### src/rtl/riscv_muldiv_resp_unit.sv
// Pairs mul/div responses with in-order request tags and buffers the extracted
// 32-bit architectural result toward writeback.
module riscv_muldiv_resp_unit #(
    parameter int TAG_DEPTH = 4,
    parameter int OUT_DEPTH = 2
) (
    input  logic                         clk,
    input  logic                         reset,
    input  logic                         req_fire,
    input  logic [2:0]                   req_fn,
    input  logic [4:0]                   req_waddr,
    output logic                         tag_full,
    output logic [$clog2(TAG_DEPTH):0]   inflight,
    input  logic [63:0]                  muldivresp_msg_result,
    input  logic                         muldivresp_val,
    output logic                         muldivresp_rdy,
    output logic                         wb_val,
    input  logic                         wb_rdy,
    output logic [31:0]                  wb_data,
    output logic [4:0]                   wb_waddr,
    output logic                         proto_err
);
    localparam int TAW = $clog2(TAG_DEPTH);
    localparam int OAW = $clog2(OUT_DEPTH);
    localparam logic [TAW:0]   TAG_CNT_ONE = (TAW+1)'(1);
    localparam logic [TAW:0]   TAG_CNT_MAX = (TAW+1)'(TAG_DEPTH);
    localparam logic [TAW-1:0] TAG_PTR_ONE = TAW'(1);
    localparam logic [OAW:0]   OUT_CNT_ONE = (OAW+1)'(1);
    localparam logic [OAW:0]   OUT_CNT_MAX = (OAW+1)'(OUT_DEPTH);
    localparam logic [OAW-1:0] OUT_PTR_ONE = OAW'(1);

    logic [7:0]     tag_mem [TAG_DEPTH];
    logic [TAW-1:0] tag_wr_ptr, tag_rd_ptr;
    logic [TAW:0]   tag_count;

    logic [36:0]    out_mem [OUT_DEPTH];
    logic [OAW-1:0] out_wr_ptr, out_rd_ptr;
    logic [OAW:0]   out_count;

    logic        tag_push, tag_pop, resp_go, out_push, out_pop;
    logic [2:0]  head_fn;
    logic [4:0]  head_waddr;
    logic [31:0] ext_data;
    logic        bad_fn;

    assign tag_full       = (tag_count == TAG_CNT_MAX);
    assign inflight       = tag_count;
    assign muldivresp_rdy = (out_count != OUT_CNT_MAX);
    assign wb_val         = (out_count != '0);
    assign {wb_data, wb_waddr} = out_mem[out_rd_ptr];

    assign resp_go  = muldivresp_val && muldivresp_rdy;
    assign tag_push = req_fire && !tag_full;
    // Pop uses the registered count, so a tag pushed this cycle cannot pair yet.
    assign tag_pop  = resp_go && (tag_count != '0);
    assign out_push = tag_pop;
    assign out_pop  = wb_val && wb_rdy;

    assign head_fn    = tag_mem[tag_rd_ptr][7:5];
    assign head_waddr = tag_mem[tag_rd_ptr][4:0];

    always_comb begin
        ext_data = '0;
        bad_fn   = 1'b0;
        case (head_fn)
            3'd0, 3'd1, 3'd2: ext_data = muldivresp_msg_result[31:0];
            3'd3, 3'd4:       ext_data = muldivresp_msg_result[63:32];
            default:          bad_fn   = 1'b1;
        endcase
    end

    always_ff @(posedge clk) begin
        if (reset) begin
            tag_wr_ptr <= '0;
            tag_rd_ptr <= '0;
            tag_count  <= '0;
            for (int unsigned i = 0; i < TAG_DEPTH; i++) tag_mem[i] <= '0;
        end else begin
            if (tag_push) begin
                tag_mem[tag_wr_ptr] <= {req_fn, req_waddr};
                tag_wr_ptr          <= tag_wr_ptr + TAG_PTR_ONE;
            end
            if (tag_pop) tag_rd_ptr <= tag_rd_ptr + TAG_PTR_ONE;
            case ({tag_push, tag_pop})
                2'b10:   tag_count <= tag_count + TAG_CNT_ONE;
                2'b01:   tag_count <= tag_count - TAG_CNT_ONE;
                default: tag_count <= tag_count;
            endcase
        end
    end

    always_ff @(posedge clk) begin
        if (reset) begin
            out_wr_ptr <= '0;
            out_rd_ptr <= '0;
            out_count  <= '0;
            for (int unsigned i = 0; i < OUT_DEPTH; i++) out_mem[i] <= '0;
        end else begin
            if (out_push) begin
                out_mem[out_wr_ptr] <= {ext_data, head_waddr};
                out_wr_ptr          <= out_wr_ptr + OUT_PTR_ONE;
            end
            if (out_pop) out_rd_ptr <= out_rd_ptr + OUT_PTR_ONE;
            case ({out_push, out_pop})
                2'b10:   out_count <= out_count + OUT_CNT_ONE;
                2'b01:   out_count <= out_count - OUT_CNT_ONE;
                default: out_count <= out_count;
            endcase
        end
    end

    always_ff @(posedge clk) begin
        if (reset)
            proto_err <= 1'b0;
        else if ((req_fire && tag_full) || (resp_go && !tag_pop) || (tag_pop && bad_fn))
            proto_err <= 1'b1;
    end
endmodule

### config.mk
export PLATFORM = sky130hd
export DESIGN_NAME = riscv_muldiv_resp_unit
export DESIGN_NICKNAME = d
export VERILOG_FILES = /design/src/rtl/riscv_muldiv_resp_unit.sv
export SDC_FILE = /design/constraint.sdc
export NUM_CORES = 1
export LEC_CHECK = 0
export ABC_AREA = 1
export CORE_AREA = 2 2 142 144
export DETAILED_ROUTE_END_ITERATION = 10
export DIE_AREA = 0 0 144 146
export GPL_TIMING_DRIVEN = 1
export PLACE_DENSITY = 0.58
export SYNTH_ARGS = -nofsm -noshare
export SYNTH_HDL_FRONTEND = slang
export SYNTH_SLANG_ARGS = --single-unit
### constraint.sdc
create_clock -name clk -period 2.18 [get_ports clk]
set_input_delay 0.327 -clock clk [delete_from_list [all_inputs] [get_ports clk]]
set_output_delay 0.327 -clock clk [all_outputs]
set_load 0.005 [all_outputs]
* Word-level counts from Yosys, hierarchy flattened *
Memories as Yosys holds them, arrays and structs flattened. A register that Yosys moved wholly into a read port is not among the register bits.
Cells that the tools add are included.

operators by class
  reductions and logical operators = 21
  equality and inequality tests = 10
  $add $sub $neg = 8
  muxes and demuxes = 22

operator list
  kind                                              count
  case mux 32 bit (2 select lines)                  1
  2-to-1 mux 37 bit                                 1
  OR reduction 37 bit                               1
  2-to-1 mux 1 bit                                  14
  2-to-1 mux 8 bit                                  1
  OR reduction 8 bit                                1
  logical AND 1 bit                                 7
  adder 2 x 1 -> 2 bit, second input constant       3
  == test 3 x 2 -> 1 bit, second input constant     2
  == test 3 bit, second input constant              2
  2-to-1 mux 2 bit                                  3
  case mux 3 bit (2 select lines)                   1
  nonzero test 2 bit                                3
  OR reduction 5 bit                                1
  == test 2 x 1 -> 1 bit, second input constant     2
  == test 2 bit, second input constant              2
  case mux 2 bit (2 select lines)                   1
  adder 3 x 1 -> 3 bit, second input constant       1
  == test 3 x 1 -> 1 bit, second input constant     1
  logical NOT 3 bit                                 1
  nonzero test 3 bit                                1
  OR reduction 3 bit                                1
  subtractor 3 x 1 -> 3 bit, second input constant  1
  adder 1 bit, second input constant                2
  5 further kinds                                   7

word-level totals
  register bits after elaboration = 12
  bits of input ports = 77
  RAM bits = 106
  word-level logic and storage cells = 70
  memories = 2

memory list
  memory   words  bits a word  read ports  clocked after Yosys merged registers in  write ports  RTL line  RTL
  out_mem  2      37           1           1                                        2            36        logic [36:0] out_mem [OUT_DEPTH];
  tag_mem  4      8            1           1                                        4            32        logic [7:0] tag_mem [TAG_DEPTH];

* Longest topological paths before layout *
  depth in word-level cells = 8
  depth in mapped cells = 11
  gate-level depth less buffers = 11

* Worst setup path before layout *
No wires, ideal clock.

  path type = register -> register
  start = register tag_count[0] (netlist: inflight[0])
  end = memory out_mem[1][0] (enable)
  period minus slack after synthesis = 2.259 ns
  buffers on the path = 1
  setup slack = -0.079 ns
  stages on the path, launching flop included = 8
  library setup time = 0.511 ns
  data arrival time = 1.749 ns
  path through = dfxtp_1 inv_1 nand3_1 nand3_2 inv_2 nand3_2 clkbuf_1 nand2_1

RTL lines
  element                   RTL line  RTL
  start: declaration        34        logic [TAW:0] tag_count;
  start signal: assignment  85        2'b10: tag_count <= tag_count + TAG_CNT_ONE;
  start signal: assignment  86        2'b01: tag_count <= tag_count - TAG_CNT_ONE;
  start signal: assignment  87        default: tag_count <= tag_count;
  end: declaration          36

==> impl_metrics.yaml <==
status:
  outcome: "completed"
synth:
  synth_edf_count: 106
  synth_cell_types: 25
  synthArstFlopShare_pct: 0
  synth_common_cells: "106 x edfxtp_1, 91 x nand2_1, 82 x a21oi_1"
  synth_area_leaders: "edfxtp_1 57%, mux2_2 7.5%, a21oi_1 7.3%, nand2_1 6.1%, dfxtp_1 5.4%"
  yosysMostFrequentCell: "edfxtp_1"
  yosys_warnings: 0
  synth_top_cell_by_area: "edfxtp_1"
  syn-cell-area_sq_um: 5590
  synth_nets: 601
  ys_seq_area_share_pct: 62.3
  synth_top_area_share_pct: 57.0
  syn_area_per_cell_sq_um: 10.7
  netlist_instances: 521
  synthFlopType: "edfxtp_1"
  synth-seq-cells: 121
floorplanning:
  die_y_um: 146
  die-area_sq_um: 21000
  pin_count: 121
  num_rows: 51
  core_sq_um: 19300
  start_util_pct: 28.9
  dieWidth_um: 144
setup_path:
  worstPathArrival_ns: 1.77
  r2r_end: "inflight[2]"
  crit_path_start_kind: "flop"
  cpLargestDelayFamily: "buffers and inverters"
  path_buf_inv: 2
  rr_startpoint: "inflight[0]"
  slowest_stage: "clkdlybuf4s50_1"
  crit_fanout: 9
  path_depth: 3
  ff2ff_path_depth: 10
  r2r_slack_ns: 0.26
  worstPathRequired_ns: 1.85
  worstSetupPathType: "reg -> out"
  slowest_delay_ns: 0.47
  crit_chain: "buf_12, mux2_2, clkdlybuf4s50_1"
  endpoint_kind: "output pin"
drt:
  vias: 4338
  wl_um: 14300
  ant_nets: 0
  detail_route.drc_violations: 0
  drtPass1Iterations: 6
  viasPerCell: 4.64
  initialDrtViolationCount: 230
  wl_per_cell_um: 15.3
clock_network:
  cts.htree.levels: 4
  worstSkewPairLatency_ns: 0.41
  cts_tree: "built"
  postCtsHoldBufs: 0
  cts_buffers: 17
  clockRootBuffer: "clkbuf_16"
  clkSinkCount: 121
  clock_path_buffers: 2
  clkTransAtPathRegs_ns: 0.05
place:
  placed_area_sq_um: 7200
  dp.cells: 901
  pre_cts_ws_ns: 0.0121
  gp_congestion: 0.771
  port_buffers: 120
  dp.final_hpwl_um: 9730
sta:
  fin_tns_setup_ns: 0
  hold_ws_ns: 0.473
  finalCritPeriodShare_pct: 96.3
  relSlewSlack_pct: 69.5
  setup_violations: 0
  hold_viol: 0
  fmax_mhz: 476
  min_period_ns: 2.10
  layout_setup_ws_ns: 0.0798
  rsz0062_at_grt: "no"
  drv_slew: 0
  fin_worst_skew_ns: 0.00800
  worstMarginPinSlew_ns: 0.457
layout:
  register_area_sq_um: 3490
  multiInputGateArea_sq_um: 1820
  drive_gt1_share_pct: 15.1
  n_fill_cell: 1856
  n_antenna_cell: 0
  fin_area_sq_um: 7890
  final_util_pct: 40.8
  area_growth_pct: 41.2
  nets: 737
  post_layout_nonfiller_instances: 935
global_routing:
  grt_pass1_vias: 4556
  antenna_found_initial: 0
  grt_max_degree: 39
  gr-usage-all-layers_pct: 13.8
  grt_pass1_wl_um: 22700
  grt_overflow_total: 0
min_path:
  holdCritStartpoint: "out_rd_ptr"
  min_path_cells: 1
  hold_path.class: "reg -> reg"
power:
  irDropWorstVdd_mv: 0.426
  p_leak_nw: 3.22
  p_per_area_nw_per_um2: 1120
  p_total_mw: 8.87
flow_run:
  max-cap-violations: 0
-- how the worst max path moves through the flow --
stage,from,to,slack [ns]
after floorplan,inflight[0],out_mem[1][0],0.28
after global placement,muldivresp_val,inflight[2],0.005
after detailed placement,muldivresp_val,inflight[2],0.01
after CTS,flop,wb_data[10],0.001
after global routing,flop,wb_data[5],0.01
final,flop,wb_data[14],0.08
-- flip-flops by register name, summed over array words and instances, names as in the netlist, named ones only --
name,count
inflight,3
tag_wr_ptr,2
out_wr_ptr,1
tag_rd_ptr,2
tag_mem,32
out_count,2
proto_err,1
out_mem,74
out_rd_ptr,1
-- cell type report --
cell class | count | share of cell area (%)
clock buffers | 27 | 7.18
clock inverters | 5 | 0.666
inverters | 39 | 1.86
multi-input cells | 335 | 23.0
flip-flops and latches | 121 | 44.2
well taps | 265 | 4.20
repair buffers | 143 | 18.9
-- cells by family (layout without fill, tap and decap cells) --
family / count (synthesis) / count (layout) / synth area share (%)
buf+inv: 65 / 214 / 5.26
simple gates: 192 / 192 / 14.3
xor+xnor: 1 / 1 / 0.157
mux: 37 / 37 / 7.46
fa+ha+maj: 3 / 3 / 0.806
flops: 121 / 121 / 62.3
compound gates: 102 / 102 / 9.72
-- power breakdown --
group          internal, mW  switching (mW)
sequential             2.95           0.156
combinational          1.33            1.59
clock                  1.89           0.962
total                  6.17            2.70
-- metal layers --
| metal | global-route usage (%) | up-vias | share of wire [%] | wire length (um) |
|---|---|---|---|---|
| met1 | 16.1 | 2083 | 42 | 5970 |
| met4 | 3.73 | 0 | 0.94 | 135 |
| li1 | - | 2105 | - | - |
| met2 | 24.4 | 137 | 51 | 7250 |
| met3 | 4.41 | 13 | 7.0 | 998 |
| met5 | 0 | - | 0 | 0 |
-- cells in the final DEF (no fill, tap or decap), types with 2 or more instances in the layout --
cell,instances
clkinv_2,3
inv_2,5
a21oi_1,82
a32o_1,5
clkbuf_16,20
nand3_1,47
clkdlybuf4s50_1,99
nand3_2,2
nand2_1,89
nand2_2,4
mux2_2,37
clkbuf_1,3
edfxtp_1,106
ha_1,2
buf_12,5
dfxtp_1,14
clkbuf_8,4
buf_4,18
o21ai_0,12
clkinv_1,2
inv_1,32
nor2_1,50
dlymetal6s2s_1,21
-- timing repair --
action,4_1_cts,5_1_grt
setup buffers,2,0
resized for setup,1,21
setup endpoints to repair,29,21
(Power assumes the default switching activity.)
